### src/rtl/kmap_pkg.sv
// ============================================================================
// kmap_pkg : shared state encoding and sizing for the K-map sweep controller
// Revision : 1.0
// ============================================================================
`default_nettype none

package kmap_pkg;

    typedef enum logic [1:0] {
        S_IDLE = 2'd0,
        S_WAIT = 2'd1,
        S_DONE = 2'd2
    } state_t;

    localparam int N_IN_DEF = 4;
    localparam int TBL_W    = 1 << N_IN_DEF;

endpackage

`default_nettype wire

### src/rtl/kmap_settle_cnt.sv
// ============================================================================
// kmap_settle_cnt : settle-time counter; tc_o marks the sample cycle of a code
// Revision : 1.0
// ============================================================================
`default_nettype none

module kmap_settle_cnt #(
    parameter int SETTLE = 1
) (
    input  logic clk,
    input  logic rst,
    input  logic clr_i,
    input  logic en_i,
    output logic tc_o
);

    localparam int CW = $clog2(SETTLE + 1);

    logic [CW-1:0] cnt_q;

    assign tc_o = (cnt_q == CW'(SETTLE - 1));

    // Wraps to zero on the terminal count so the next code starts a fresh window
    always_ff @(posedge clk) begin
        if (rst || clr_i) begin
            cnt_q <= '0;
        end else if (en_i) begin
            cnt_q <= tc_o ? '0 : cnt_q + CW'(1);
        end
    end

endmodule

`default_nettype wire

### src/rtl/kmap_sweep_ctrl.sv
// ============================================================================
// kmap_sweep_ctrl : sweeps all input codes of a K-map function and checks it
// Revision : 1.0
// ============================================================================
`default_nettype none

module kmap_sweep_ctrl
    import kmap_pkg::*;
#(
    parameter int N_IN   = N_IN_DEF,
    parameter int SETTLE = 1
) (
    input  logic                   clk,
    input  logic                   rst,
    input  logic                   start_i,
    input  logic [(1<<N_IN)-1:0]   expected_i,
    output logic [N_IN-1:0]        x_o,
    input  logic                   func_i,
    output logic                   busy_o,
    output logic                   done_o,
    output logic [(1<<N_IN)-1:0]   table_o,
    output logic [(1<<N_IN)-1:0]   mismatch_o,
    output logic                   pass_o
);

    state_t                 state_q;
    logic [N_IN-1:0]        x_q;
    logic                   busy_q;
    logic                   done_q;
    logic                   pass_q;
    logic [(1<<N_IN)-1:0]   tbl_q;
    logic [(1<<N_IN)-1:0]   mis_q;
    logic [(1<<N_IN)-1:0]   exp_q;
    logic                   settle_tc;
    logic                   sample_strobe;

    kmap_settle_cnt #(
        .SETTLE (SETTLE)
    ) u_settle (
        .clk   (clk),
        .rst   (rst),
        .clr_i (state_q != S_WAIT),
        .en_i  (state_q == S_WAIT),
        .tc_o  (settle_tc)
    );

    assign sample_strobe = (state_q == S_WAIT) && settle_tc;

    always_ff @(posedge clk) begin
        if (rst) begin
            state_q <= S_IDLE;
            x_q     <= '0;
            busy_q  <= 1'b0;
            done_q  <= 1'b0;
            pass_q  <= 1'b0;
            tbl_q   <= '0;
            mis_q   <= '0;
            exp_q   <= '0;
        end else begin
            done_q <= 1'b0;
            case (state_q)
                S_IDLE: begin
                    if (start_i) begin
                        exp_q   <= expected_i;
                        tbl_q   <= '0;
                        mis_q   <= '0;
                        pass_q  <= 1'b0;
                        x_q     <= '0;
                        busy_q  <= 1'b1;
                        state_q <= S_WAIT;
                    end
                end
                S_WAIT: begin
                    if (sample_strobe) begin
                        tbl_q[x_q] <= func_i;
                        // The sweep ends on the all-ones code; x never wraps
                        if (&x_q) begin
                            done_q  <= 1'b1;
                            state_q <= S_DONE;
                        end else begin
                            x_q <= x_q + N_IN'(1);
                        end
                    end
                end
                S_DONE: begin
                    mis_q   <= tbl_q ^ exp_q;
                    pass_q  <= (tbl_q == exp_q);
                    busy_q  <= 1'b0;
                    x_q     <= '0;
                    state_q <= S_IDLE;
                end
                default: begin
                    state_q <= S_IDLE;
                end
            endcase
        end
    end

    assign x_o        = x_q;
    assign busy_o     = busy_q;
    assign done_o     = done_q;
    assign table_o    = tbl_q;
    assign mismatch_o = mis_q;
    assign pass_o     = pass_q;

endmodule

`default_nettype wire

### config.mk
export PLATFORM = sky130hd
export DESIGN_NAME = kmap_sweep_ctrl
export DESIGN_NICKNAME = d
export VERILOG_FILES = /design/src/rtl/kmap_pkg.sv /design/src/rtl/kmap_settle_cnt.sv /design/src/rtl/kmap_sweep_ctrl.sv
export SDC_FILE = /design/constraint.sdc
export NUM_CORES = 1
export LEC_CHECK = 0
export ABC_AREA = 1
export BUFFER_PORTS_ARGS = -buffer_cell sky130_fd_sc_hd__buf_2
export CAP_MARGIN = 30
export CORE_ASPECT_RATIO = 0.7
export CORE_UTILIZATION = 50
export DETAILED_ROUTE_END_ITERATION = 10
export HOLD_SLACK_MARGIN = 0.15
export PLACE_DENSITY = 0.75
export SKIP_LAST_GASP = 1
export SLEW_MARGIN = 0
export SYNTH_ARGS = -nofsm -noshare
export SYNTH_HDL_FRONTEND = slang
export SYNTH_SLANG_ARGS = --single-unit
### constraint.sdc
create_clock -name clk -period 1.8 [get_ports clk]
set_clock_uncertainty 0.05 [all_clocks]
set_input_delay 0.54 -clock clk [delete_from_list [all_inputs] [get_ports clk]]
set_output_delay 0.54 -clock clk [all_outputs]
set_load 0.03 [all_outputs]
==> impl_results.md <==
- Status: finished clean
- Area growth from synthesis to layout: 23.46%
- Clk sink count: 57
- RSZ-0062 raised after global routing: no
- Worst setup margin: roughly 0.17 ns
- Hold Path Class: reg -> reg
- Register Area: 1141 sq um
- DP Worst Slack: 0.1536 ns
- CP endpoint kind: output port
- Hold Crit Start: mismatch_o[3]$_SDFFE_PP0P_
- Post-synth ARST share: 0%
- First-pass GRT wire length: 9.894 mm
- Post-cts resize count: 0
- Worst-skew pair later-pin latency: 0.33 ns
- Post-CTS setup buffers: 0
- Gr ovfl total: 0
- Unique masters post-synth: 28
- Residual DRC: 0
- Top Ports: a little under 60
- Via density: about 4.9
- Syn_area_per_cell: ~7.2 sq um
- Count of final setup violators: 0
- DIE WIDTH: 86.54 um
- Fin Hold WS: 0.3923 ns
- Diode count: 0
- Syn Nets: approximately 370
- H-tree depth: 3
- Antenna violations before repair: 0
- Setup crit start kind: register
- Worst path cell trace: buf_2
- Critical path depth: 1
- Worst EP arrival: about 1.0 ns
- DP HPWL: ~4.5 mm
- Area leader, netlist: dfxtp_1
- Die ar.: 5294 sq um
- VDD IR-drop max: approximately 0.00053 V
- Cells after synthesis: between 300 and 400
- Hold Vio Cnt, Final: 0
- Register area share after synthesis: a little under half
- WS Path Type: reg -> out
- Hold path depth: 2
- Worst Path Max Fanout: 7
- Die H: just over 60 um
- Multi-input gate area: between 1000 and 1500 sq um
- Port bufs: 58
- Tcrit/Tclk final: between 90% and 100%
- WL final: between 6 and 7 mm
- Critical-path cell with the highest stage delay: dfxtp_1
- FP Rows: 21
- DP Area: approximately 2900 sq um
- CP delay by family, top: flip-flops
- Buf+Inv Stages, Crit Path: 1
- GRT Total Usage: about a quarter
- Wirelength per Cell: approximately 13 um
- Critical Path Max Stage Delay: approximately 0.46 ns
- # nets final: approximately 440
- Setup TNS: 0 ns
- Fmax: 612.7 MHz
- YS warnings: 0
- Post-synth top cells: nand2_1 (83), dfxtp_1 (57), nor2_1 (43)
- DR iter-0 viols: 238
- Worst r2r src: x_o[0]$_SDFFE_PP0P_
- Top cells by area, synth: dfxtp_1 (46%), nand2_1 (12%), nor2_1 (6.5%)
- Slew HR: between 60 and 70%
- P_leak: ~1.5 nW
- Top FF cell, synth: dfxtp_1
- DR vias: about 2400
- Largest net degree at the start of global routing: 21
- Share of layout cells above drive strength 1: 24.22%
- Clock Path Buffers: 2
- CP startpoint: x_o[3]$_SDFFE_PP0P_
- Area share of the largest cell type after synthesis: 45.62%
- Placer Congestion: 0.7833
- TritonCTS clock tree: yes
- Drt first pass iters: 4
- Clock-pin slew on the worst setup and hold paths: about 0.070 ns
- EDFF count, synth: 0
- Core area: between 4000 and 5000 sq um
- Tmin final: approximately 1.6 ns
- ANT nets after route: 0
- Top-count cell post-synth: nand2_1
- Vias in the first global route: 2000
- Synthesized cell area: approximately 2500 sq um
- Least-Margin Pin Slew: approximately 0.48 ns
- Max-cap viol count: 0
- Yosys reg bits: 57
- Final instance area: just over 3000 sq um
- CTS root buf: clkbuf_8
- Filler cell count: ~450
- Hold-fix buffers at CTS: 0
- Pwr dens: 952.0 nW/um^2
- Worst r2r path cells: 6
- CTS Buf Count: 9
- CP required: 1.21 ns
- PnR Total Power: 2.940 mW
- Initial cell density of the core: a little over half
- Max-slew violations: 0
[cell families (layout without fill, tap and decap cells)]
group / after synthesis / count (layout) / share of synthesized area, %
compound gates: 55 / 55 / 11.76
xor+xnor: 5 / 5 / 1.751
buf+inv: 49 / 117 / 8.103
fa+ha+maj: 4 / 4 / 2.001
flops: 57 / 57 / 45.62
simple gates: 179 / 179 / 30.77
[report_power, final]
group | internal (mW) | leakage (nW) | switching, mW
clock | 0.815 | 0.113 | 0.514
sequential | 1.30 | 0.464 | 0.0280
combinational | 0.0924 | 0.879 | 0.189
[worst paths after layout]
kind	to	slack (ns)
max	x_o[3]	0.17
min	mismatch_o[3]$_SDFFE_PP0P_	0.39
max reg2reg	x_o[2]$_SDFFE_PP0P_	0.40
min reg2reg	mismatch_o[3]$_SDFFE_PP0P_	0.39
[per-stage QoR]
stage	utilization, %	std cells
after floorplan	-	349
after global placement	59.97	470
after detailed placement	59.97	470
after CTS	64.57	486
after global routing	64.57	486
final	64.57	486
[layout by cell type (no fill, tap or decap)]
| master | instances |
|---|---|
| or2_4 | 1 |
| dfxtp_1 | 57 |
| nand2_1 | 83 |
| a211oi_2 | 1 |
| nor3_1 | 23 |
| a22oi_1 | 1 |
| inv_2 | 6 |
| clkinv_2 | 3 |
| o22ai_1 | 2 |
| o21ai_2 | 1 |
| nand2_4 | 1 |
| xor2_1 | 1 |
| inv_1 | 28 |
| nor2_1 | 43 |
| xnor2_1 | 4 |
| ha_1 | 4 |
| clkbuf_8 | 10 |
| buf_4 | 8 |
| nand3_1 | 18 |
| clkbuf_1 | 1 |
| nand2_2 | 5 |
| a211oi_1 | 1 |
| nor2_2 | 2 |
| nand3_2 | 1 |
| buf_2 | 58 |
| bufinv_16 | 2 |
| a21oi_1 | 27 |
| o21ai_0 | 22 |
| nor2_4 | 1 |
| clkinv_4 | 1 |
| nand4_1 | 1 |
[state kept, by name (all words and copies together) (netlist names)]
register    flops
exp_q          16
state_q         2
done_o          1
busy_o          1
mismatch_o     16
x_o             4
pass_o          1
table_o        16
[cell type report]
cell class | count | area share (%)
Clock buffer | 11 | 4.579
Multi-Input combinational cell | 243 | 37.48
Tap cell | 69 | 2.796
Inverter | 35 | 4.295
Sequential cell | 57 | 36.95
Clock inverter | 5 | 2.553
Timing Repair Buffer | 66 | 11.35
[layer usage]
metal  track usage [%]  wire length [um]
met3             8.579               513
met4             8.095                46
met1             35.88              3020
met5                 0                 0
met2             37.53              2578
Note: power is estimated with default switching activity, not from simulation.
